===== config.mk =====
export PLATFORM = sky130hd
export DESIGN_NAME = fpu_arbiter
export DESIGN_NICKNAME = d
export VERILOG_FILES = /design/src/rtl/fpu_arbiter.sv
export SDC_FILE = /design/constraint.sdc
export NUM_CORES = 1
export LEC_CHECK = 0
export ABC_AREA = 0
export CORE_MARGIN = 2
export CORE_UTILIZATION = 25
export DETAILED_ROUTE_END_ITERATION = 8
export SLEW_MARGIN = 30
export SYNTH_ARGS = -nofsm -noshare
export SYNTH_HDL_FRONTEND = slang
export SYNTH_SLANG_ARGS = --single-unit

===== constraint.sdc =====
create_clock -name clk -period 2.4 [get_ports clk]
set_input_delay 0.24 -clock clk [delete_from_list [all_inputs] [get_ports clk]]
set_output_delay 0.24 -clock clk [all_outputs]
set_load 0.005 [all_outputs]

===== src/rtl/fpu_arbiter.sv =====
// fpu_arbiter: shares one combinational FPU between two valid/ready requesters.
// Round-robin grant in IDLE, one EXEC cycle through the FPU, then the result is
// held on a single response channel (tagged with requester id) until accepted.
// Divide requests bypass the FPU and complete at once with an error response.
module fpu_arbiter #(
  parameter int CNT_W = 16
) (
  input  logic             clk,
  input  logic             rst_n,
  input  logic             req0_valid,
  output logic             req0_ready,
  input  logic [31:0]      req0_a,
  input  logic [31:0]      req0_b,
  input  logic [1:0]       req0_op,
  input  logic             req1_valid,
  output logic             req1_ready,
  input  logic [31:0]      req1_a,
  input  logic [31:0]      req1_b,
  input  logic [1:0]       req1_op,
  output logic             rsp_valid,
  input  logic             rsp_ready,
  output logic             rsp_id,
  output logic [31:0]      rsp_result,
  output logic             rsp_err,
  output logic [31:0]      fpu_a,
  output logic [31:0]      fpu_b,
  output logic [1:0]       fpu_s,
  input  logic [31:0]      fpu_out,
  output logic             busy,
  output logic [CNT_W-1:0] op_count
);

  typedef enum logic [1:0] {
    ST_IDLE = 2'b00,
    ST_EXEC = 2'b01,
    ST_RESP = 2'b10
  } state_t;

  localparam logic [1:0]  OP_DIV = 2'b11;
  localparam logic [31:0] QNAN   = 32'h7FC0_0000;

  state_t             r_state;
  state_t             w_state_nxt;
  logic               r_last_id;
  logic               w_grant_vld;
  logic               w_grant_id;
  logic               w_rsp_hs;
  logic [31:0]        w_a_sel;
  logic [31:0]        w_b_sel;
  logic [1:0]         w_op_sel;
  logic [31:0]        r_fpu_a;
  logic [31:0]        r_fpu_b;
  logic [1:0]         r_fpu_s;
  logic               r_rsp_valid;
  logic               r_rsp_id;
  logic [31:0]        r_rsp_result;
  logic               r_rsp_err;
  logic               r_busy;
  logic [CNT_W-1:0]   r_op_count;

  // Round-robin grant, only offered while IDLE; on a tie the id that did not win last time goes.
  always_comb begin
    w_grant_vld = 1'b0;
    w_grant_id  = 1'b0;
    if (r_state == ST_IDLE) begin
      if (req0_valid && req1_valid) begin
        w_grant_vld = 1'b1;
        w_grant_id  = ~r_last_id;
      end else if (req0_valid) begin
        w_grant_vld = 1'b1;
        w_grant_id  = 1'b0;
      end else if (req1_valid) begin
        w_grant_vld = 1'b1;
        w_grant_id  = 1'b1;
      end else begin
        w_grant_vld = 1'b0;
        w_grant_id  = 1'b0;
      end
    end else begin
      w_grant_vld = 1'b0;
      w_grant_id  = 1'b0;
    end
  end

  // Operand mux selecting the granted requester's payload for capture.
  always_comb begin
    w_a_sel  = req0_a;
    w_b_sel  = req0_b;
    w_op_sel = req0_op;
    if (w_grant_id) begin
      w_a_sel  = req1_a;
      w_b_sel  = req1_b;
      w_op_sel = req1_op;
    end else begin
      w_a_sel  = req0_a;
      w_b_sel  = req0_b;
      w_op_sel = req0_op;
    end
  end

  assign w_rsp_hs = (r_state == ST_RESP) && rsp_ready;

  // Next-state logic: IDLE -> EXEC (or straight to RESP for divide) -> RESP -> IDLE on accept.
  always_comb begin
    w_state_nxt = r_state;
    case (r_state)
      ST_IDLE: begin
        if (w_grant_vld) begin
          w_state_nxt = (w_op_sel == OP_DIV) ? ST_RESP : ST_EXEC;
        end else begin
          w_state_nxt = ST_IDLE;
        end
      end
      ST_EXEC: w_state_nxt = ST_RESP;
      ST_RESP: begin
        if (rsp_ready) begin
          w_state_nxt = ST_IDLE;
        end else begin
          w_state_nxt = ST_RESP;
        end
      end
      default: w_state_nxt = ST_IDLE;
    endcase
  end

  // State register plus registered status flags derived from the next state.
  always_ff @(posedge clk) begin
    if (!rst_n) begin
      r_state     <= ST_IDLE;
      r_rsp_valid <= 1'b0;
      r_busy      <= 1'b0;
    end else begin
      r_state     <= w_state_nxt;
      r_rsp_valid <= (w_state_nxt == ST_RESP);
      r_busy      <= (w_state_nxt != ST_IDLE);
    end
  end

  // Issue registers and arbitration history: loaded only on a request handshake.
  always_ff @(posedge clk) begin
    if (!rst_n) begin
      r_fpu_a   <= 32'h0000_0000;
      r_fpu_b   <= 32'h0000_0000;
      r_fpu_s   <= 2'b00;
      r_last_id <= 1'b1;
      r_rsp_id  <= 1'b0;
    end else if (w_grant_vld) begin
      r_fpu_a   <= w_a_sel;
      r_fpu_b   <= w_b_sel;
      r_fpu_s   <= w_op_sel;
      r_last_id <= w_grant_id;
      r_rsp_id  <= w_grant_id;
    end else begin
      r_fpu_a   <= r_fpu_a;
      r_fpu_b   <= r_fpu_b;
      r_fpu_s   <= r_fpu_s;
      r_last_id <= r_last_id;
      r_rsp_id  <= r_rsp_id;
    end
  end

  // Response payload: fixed qNaN for divide at handshake, FPU output at the end of EXEC.
  always_ff @(posedge clk) begin
    if (!rst_n) begin
      r_rsp_result <= 32'h0000_0000;
      r_rsp_err    <= 1'b0;
    end else if (w_grant_vld) begin
      if (w_op_sel == OP_DIV) begin
        r_rsp_result <= QNAN;
        r_rsp_err    <= 1'b1;
      end else begin
        r_rsp_result <= r_rsp_result;
        r_rsp_err    <= 1'b0;
      end
    end else if (r_state == ST_EXEC) begin
      r_rsp_result <= fpu_out;
      r_rsp_err    <= r_rsp_err;
    end else begin
      r_rsp_result <= r_rsp_result;
      r_rsp_err    <= r_rsp_err;
    end
  end

  // Completed-response counter, wraps naturally at all-ones.
  always_ff @(posedge clk) begin
    if (!rst_n) begin
      r_op_count <= '0;
    end else if (w_rsp_hs) begin
      r_op_count <= r_op_count + CNT_W'(1);
    end else begin
      r_op_count <= r_op_count;
    end
  end

  assign req0_ready = w_grant_vld && !w_grant_id;
  assign req1_ready = w_grant_vld &&  w_grant_id;
  assign rsp_valid  = r_rsp_valid;
  assign rsp_id     = r_rsp_id;
  assign rsp_result = r_rsp_result;
  assign rsp_err    = r_rsp_err;
  assign fpu_a      = r_fpu_a;
  assign fpu_b      = r_fpu_b;
  assign fpu_s      = r_fpu_s;
  assign busy       = r_busy;
  assign op_count   = r_op_count;

endmodule


Word level (Yosys, flattened, before mapping)
Cells that the tools add are included.
Word-level totals
  flip-flop bits (word level): 121
  input bits: 169
  output and inout bits: 120
Operators by class
  add/sub/neg operators: 1
  equality and inequality tests: 5
  mux-type cells: 18
  bitwise operators: 1
  reduce and logical (&&, ||, !) cells: 9
Operators with widths (number)
  two-way mux 32 bit: 5
  adder 16 x 1 -> 16 bit, second input constant: 1
  two-way mux 1 bit: 8
  two-way mux 2 bit: 4
  == test 2 bit, second input constant: 3
  case mux 2 bit (3 select lines): 1
  logical AND 1 bit: 4
  nonzero test 2 bit: 2
  == test 2 x 1 -> 1 bit, second input constant: 1
  logical NOT 2 bit: 1
  inequality test 2 x 1 -> 1 bit, second input constant: 1
  AND reduction 2 bit: 1
  logical NOT 1 bit: 1
  NOT 1 bit: 1

Depth between registers and ports, before layout
Gate-level depths: netlist of the first run.
  depth in word-level cells: 10
  mapped depth: 7
  gate-level depth less buffers: 5

Worst setup path before layout of the first run
Ideal clock, no wire load.
  path kind: reg-to-reg
  from: reg r_op_count[0] (netlist: op_count[0])
  to: reg r_op_count[12] (netlist: op_count[12])
  setup time: 74 ps
  arrival time: 1387 ps
  data required time: 2326 ps
  path slack: 939 ps
  stages on the path, launching flop included: 7
  period minus slack after synthesis: 1461 ps
  path through: dfxtp_1 -> ha_1 -> and4b_1 -> buf_2 -> nand4_1 -> or3_1 -> a21oi_1
Between the ends
  word-level cells in the longest chain between the ends: 1
Ends and longest elaborated chain
  start: declaration: RTL line 59  | logic [CNT_W-1:0] r_op_count;
  start signal: assignment: RTL line 189  | r_op_count <= r_op_count + CNT_W'(1);
  start signal: assignment: RTL line 191  | r_op_count <= r_op_count;
  adder 16 x 1 -> 16 bit: RTL line 189
No other way between the ends.
A chain may end at the register's enable or synchronous reset.

Worst setup path after layout of the first run
  from: reg r_state[1]
  to: out req0_ready
Between the ends
  word-level cells in the longest chain between the ends: 4
Ends and longest elaborated chain
  start: declaration: RTL line 42  | state_t r_state;
  start signal: assignment: RTL line 133  | r_state <= w_state_nxt;
  logical NOT 2 bit (*): RTL line 65  | if (r_state == ST_IDLE) begin
  two-way mux 1 bit: RTL line 65
  logical NOT 1 bit: RTL line 195  | assign req0_ready = w_grant_vld && !w_grant_id;
  logical AND 1 bit (*): RTL line 195
  end: declaration: RTL line 11  | output logic req0_ready,
Mark *: on every way between the ends. The rest lies on a longest branch, timed or not.

==> results.yml, run 1 <==
die:
  die_y_um: 142
  rows: 50
  die-area_mm2: 0.0203
  initial_core_util_pct: 25.5
  die_w_um: 142
  coreArea_mm2: 0.0188
  ios: 289
timing:
  fin_crit_ps: 2070
  worstMarginPinSlew_ps: 499
  relSlewSlack_pct: 66.7
  hold_viol: 0
  setup_viol: 0
  fin_crit_sh_pct: 86.3
  fmax_mhz: 483
  slew_violations: 0
  finalWorstSetupSlack_ps: 329
  setup_tns_ps: 0
  skew_ps: 5.83
  rsz0062_at_grt: "false"
yosys:
  ys_warn_count: 0
  synth_compound_area_share_pct: 24.6
  synth_area_mm2: 0.00479
  synthTopCellsByArea: "dfxtp_1 (51%), nand2_1 (11%), a31oi_1 (8.6%)"
  synthMuxAreaShare_pct: 1.04
  synth_cells: 560
  synth_fa_ha_area_share_pct: 0.261
  synth_top_family_by_area: "compound AO/OA/AOI/OAI gates"
  synth_nets: 730
  yosys.area_share.xor_xnor_pct: 1.65
  yosys.area.top_type: "dfxtp_1"
  synth_top_area_share_pct: 50.6
  yosys_register_bits: 121
  seq_area_frac_synth_pct: 50.6
  synth_cell_types: 37
  synth.avg_cell_area_um2: 8.55
  synthSimpleGateAreaFrac_pct: 17.1
final_layout:
  diodes: 0
  areaGrowthSynthToFinish_pct: 77.9
  drive_gt1_share_pct: 7.00
  multi_input_area_mm2: 0.00215
  nets: 1000
  layout.core_utilization_pct: 45.4
  seq_area_mm2: 0.00242
  fill_cells: 1850
clocking:
  numCtsBuffers: 17
  cts-resized-gates: 0
  cts_max_path_buffers: 2
  cts_tree: "done"
  clock-sinks: 121
  clk_pin_slew_ps: 60
  insertion_delay_ps: 410
  h-tree-depth: 4
  ctsHoldBuffers: 0
  clockRootBuffer: "clkbuf_16"
  postCtsSetupRepairBufs: 0
worst_setup_path:
  worst_setup_path_start_kind: "register"
  critPathArrivalTime_ps: 1830
  critical_path_class: "reg2out"
  cp_max_fo: 7
  critPathCaptureType: "output pin"
  crit_required_ps: 2160
detailed_routing:
  routed_via_density: 4.66
  first_iter_violations: 219
  wl_per_cell_um: 15.2
  drtAntennaViolNets: 0
  vias: 5018
  totalWireLength_um: 16400
  drc: 0
  dr.pass1.iters: 5
power_and_ir_drop:
  p_clk_share_pct: 42.2
  power_frac_seq_pct: 35.9
  switching_share_pct: 26.3
  ir_worst_vdd_uv: 448
  power_density_mw_per_mm2: 775
  p_total_mw: 6.60
  combPwrFrac_pct: 21.9
  p_sw_mw: 1.74
  p_int_mw: 4.86
  p_leak_nw: 3.26
global_routing:
  grt_max_degree: 85
  grt_use_total_pct: 15.7
  grt_pass1_wl_um: 24900
  first_global_vias: 4730
  globalRouteOverflowTotal: 0
  antenna_found_initial: 0
job:
  cap_violations: 0
placement:
  dpl_worst_slack_ps: 249
  dp_hpwl_um: 11100
  io_buffer_count: 288
  place.gp.congestion: 0.736
min_path:
  hp-class: "in2reg"
run_status:
  outcome: "complete, no violations"
-- cell usage in the layout, fill, tap and decap left out, types with 3 or more instances in the layout --
cell type	instances
xnor2_1	5
a22o_1	23
clkinv_4	6
nand2b_1	5
mux2i_1	5
clkbuf_16	17
dfxtp_1	121
nand4_1	5
a31oi_1	66
inv_6	3
nand2_1	142
clkdlybuf4s50_1	287
buf_4	6
xor2_1	4
a21oi_1	7
o21ai_0	70
or3_1	3
bufinv_16	4
nand3_1	6
buf_12	4
nor2_1	17
o221a_2	9
-- layout make-up --
type,count,area share (%)
clock buffers,17,4.99
well taps,234,3.44
clock inverters,15,2.53
inverters,3,0.132
repair buffers,298,35.2
multi-input cells,389,25.2
flip-flops and latches,121,28.4
-- cell families (layout without fill, tap and decap cells) --
group                      count (synthesis)  after routing
AOI/OAI and AO/OA                        182            182
DFF                                      121            121
muxes                                      5              5
and+or+nand+nor                          192            192
xor gates and xnor gates                   9              9
adders and majority gates                  1              1
buffers and inverters                     50            333
-- cell usage after synthesis --
| cell type | instances |
|---|---|
| nand4_1 | 5 |
| nand2b_1 | 5 |
| buf_2 | 14 |
| mux2i_1 | 5 |
| buf_6 | 2 |
| o21a_1 | 3 |
| nor2b_1 | 1 |
| clkbuf_1 | 28 |
| o221a_2 | 9 |
| xnor2_1 | 5 |
| and3_1 | 2 |
| inv_2 | 1 |
| nand2_1 | 143 |
| a21boi_4 | 1 |
| xor2_1 | 4 |
| inv_1 | 1 |
| and4_1 | 2 |
| buf_1 | 1 |
| nand3_1 | 6 |
| a22o_1 | 23 |
| nand3b_2 | 1 |
| a211oi_4 | 1 |
| a21oi_1 | 7 |
| nor4_4 | 1 |
| o21ai_0 | 70 |
| nor4_1 | 2 |
| ha_1 | 1 |
| nor2_1 | 17 |
| or3_1 | 3 |
| nor3b_1 | 1 |
| a21o_1 | 2 |
| a31oi_1 | 66 |
| nor3_1 | 2 |
| dfxtp_1 | 121 |
| and4b_1 | 1 |
| clkinv_1 | 1 |
| buf_4 | 2 |
-- flip-flops by register name (all words and copies together) (netlist names) --
signal	cells
fpu_s	2
rsp_result	32
fpu_b	32
r_state	2
rsp_id	1
op_count	16
busy	1
rsp_valid	1
r_last_id	1
fpu_a	32
rsp_err	1
-- routing by layer --
metal,part of all wire [%],global-route usage [%]
met4,2.0,5.99
met5,0,0
met3,9.0,6.86
met1,42,18.7
met2,47,25.2
-- power by group through the flow --
stage	logic [mW]	registers (mW)	clock network [mW]
global route	1.58	2.40	2.95
finish	1.44	2.37	2.79
floorplan	0.542	2.42	0
global placement	1.47	2.41	0
detailed placement	1.46	2.41	0
CTS	1.47	2.37	2.88
-- final timing paths --
check / slack (ps) / startpoint / cells past startpoint / end
worst max-delay path: 330 / r_state[1]$_SDFF_PN0_ / 4 / req0_ready
worst min-delay path: 220 / rst_n / 3 / rsp_id$_SDFFE_PN0P_
worst max register to register: 680 / r_state[1]$_SDFF_PN0_ / 5 / fpu_a[9]$_SDFFE_PN0P_
worst min register to register: 480 / rsp_result[7]$_SDFFE_PN0P_ / 1 / rsp_result[7]$_SDFFE_PN0P_
-- critical path, stage by stage, from the launching register on --
cell and delay (ps):
dfxtp_1 360, nor2_1 260, o21ai_0 170, nor2_1 120, clkdlybuf4s50_1 520
-- metrics by stage --
stage,hold slack [ps],area (µm²),instances
floorplan,365,4790,560
global placement,445,7880,1045
detailed placement,465,7880,1045
CTS,203,8520,1077
global route,224,8520,1077
finish,220,8520,1077
Note: power is estimated with default switching activity, not from simulation.
==> run 2: changes to the inputs <==
CTS_BUF_LIST = sky130_fd_sc_hd__clkbuf_8 sky130_fd_sc_hd__clkbuf_16   (was default)
==> results of run 2 <==
Same layout as run 1: the final DEF is identical, and so are final timing and power.
==> run 3: changes to the inputs <==
CTS_CLUSTER_DIAMETER = 30   (was default)
==> results of run 3 <==
Same layout as run 1: the final DEF is identical, and so are final timing and power.
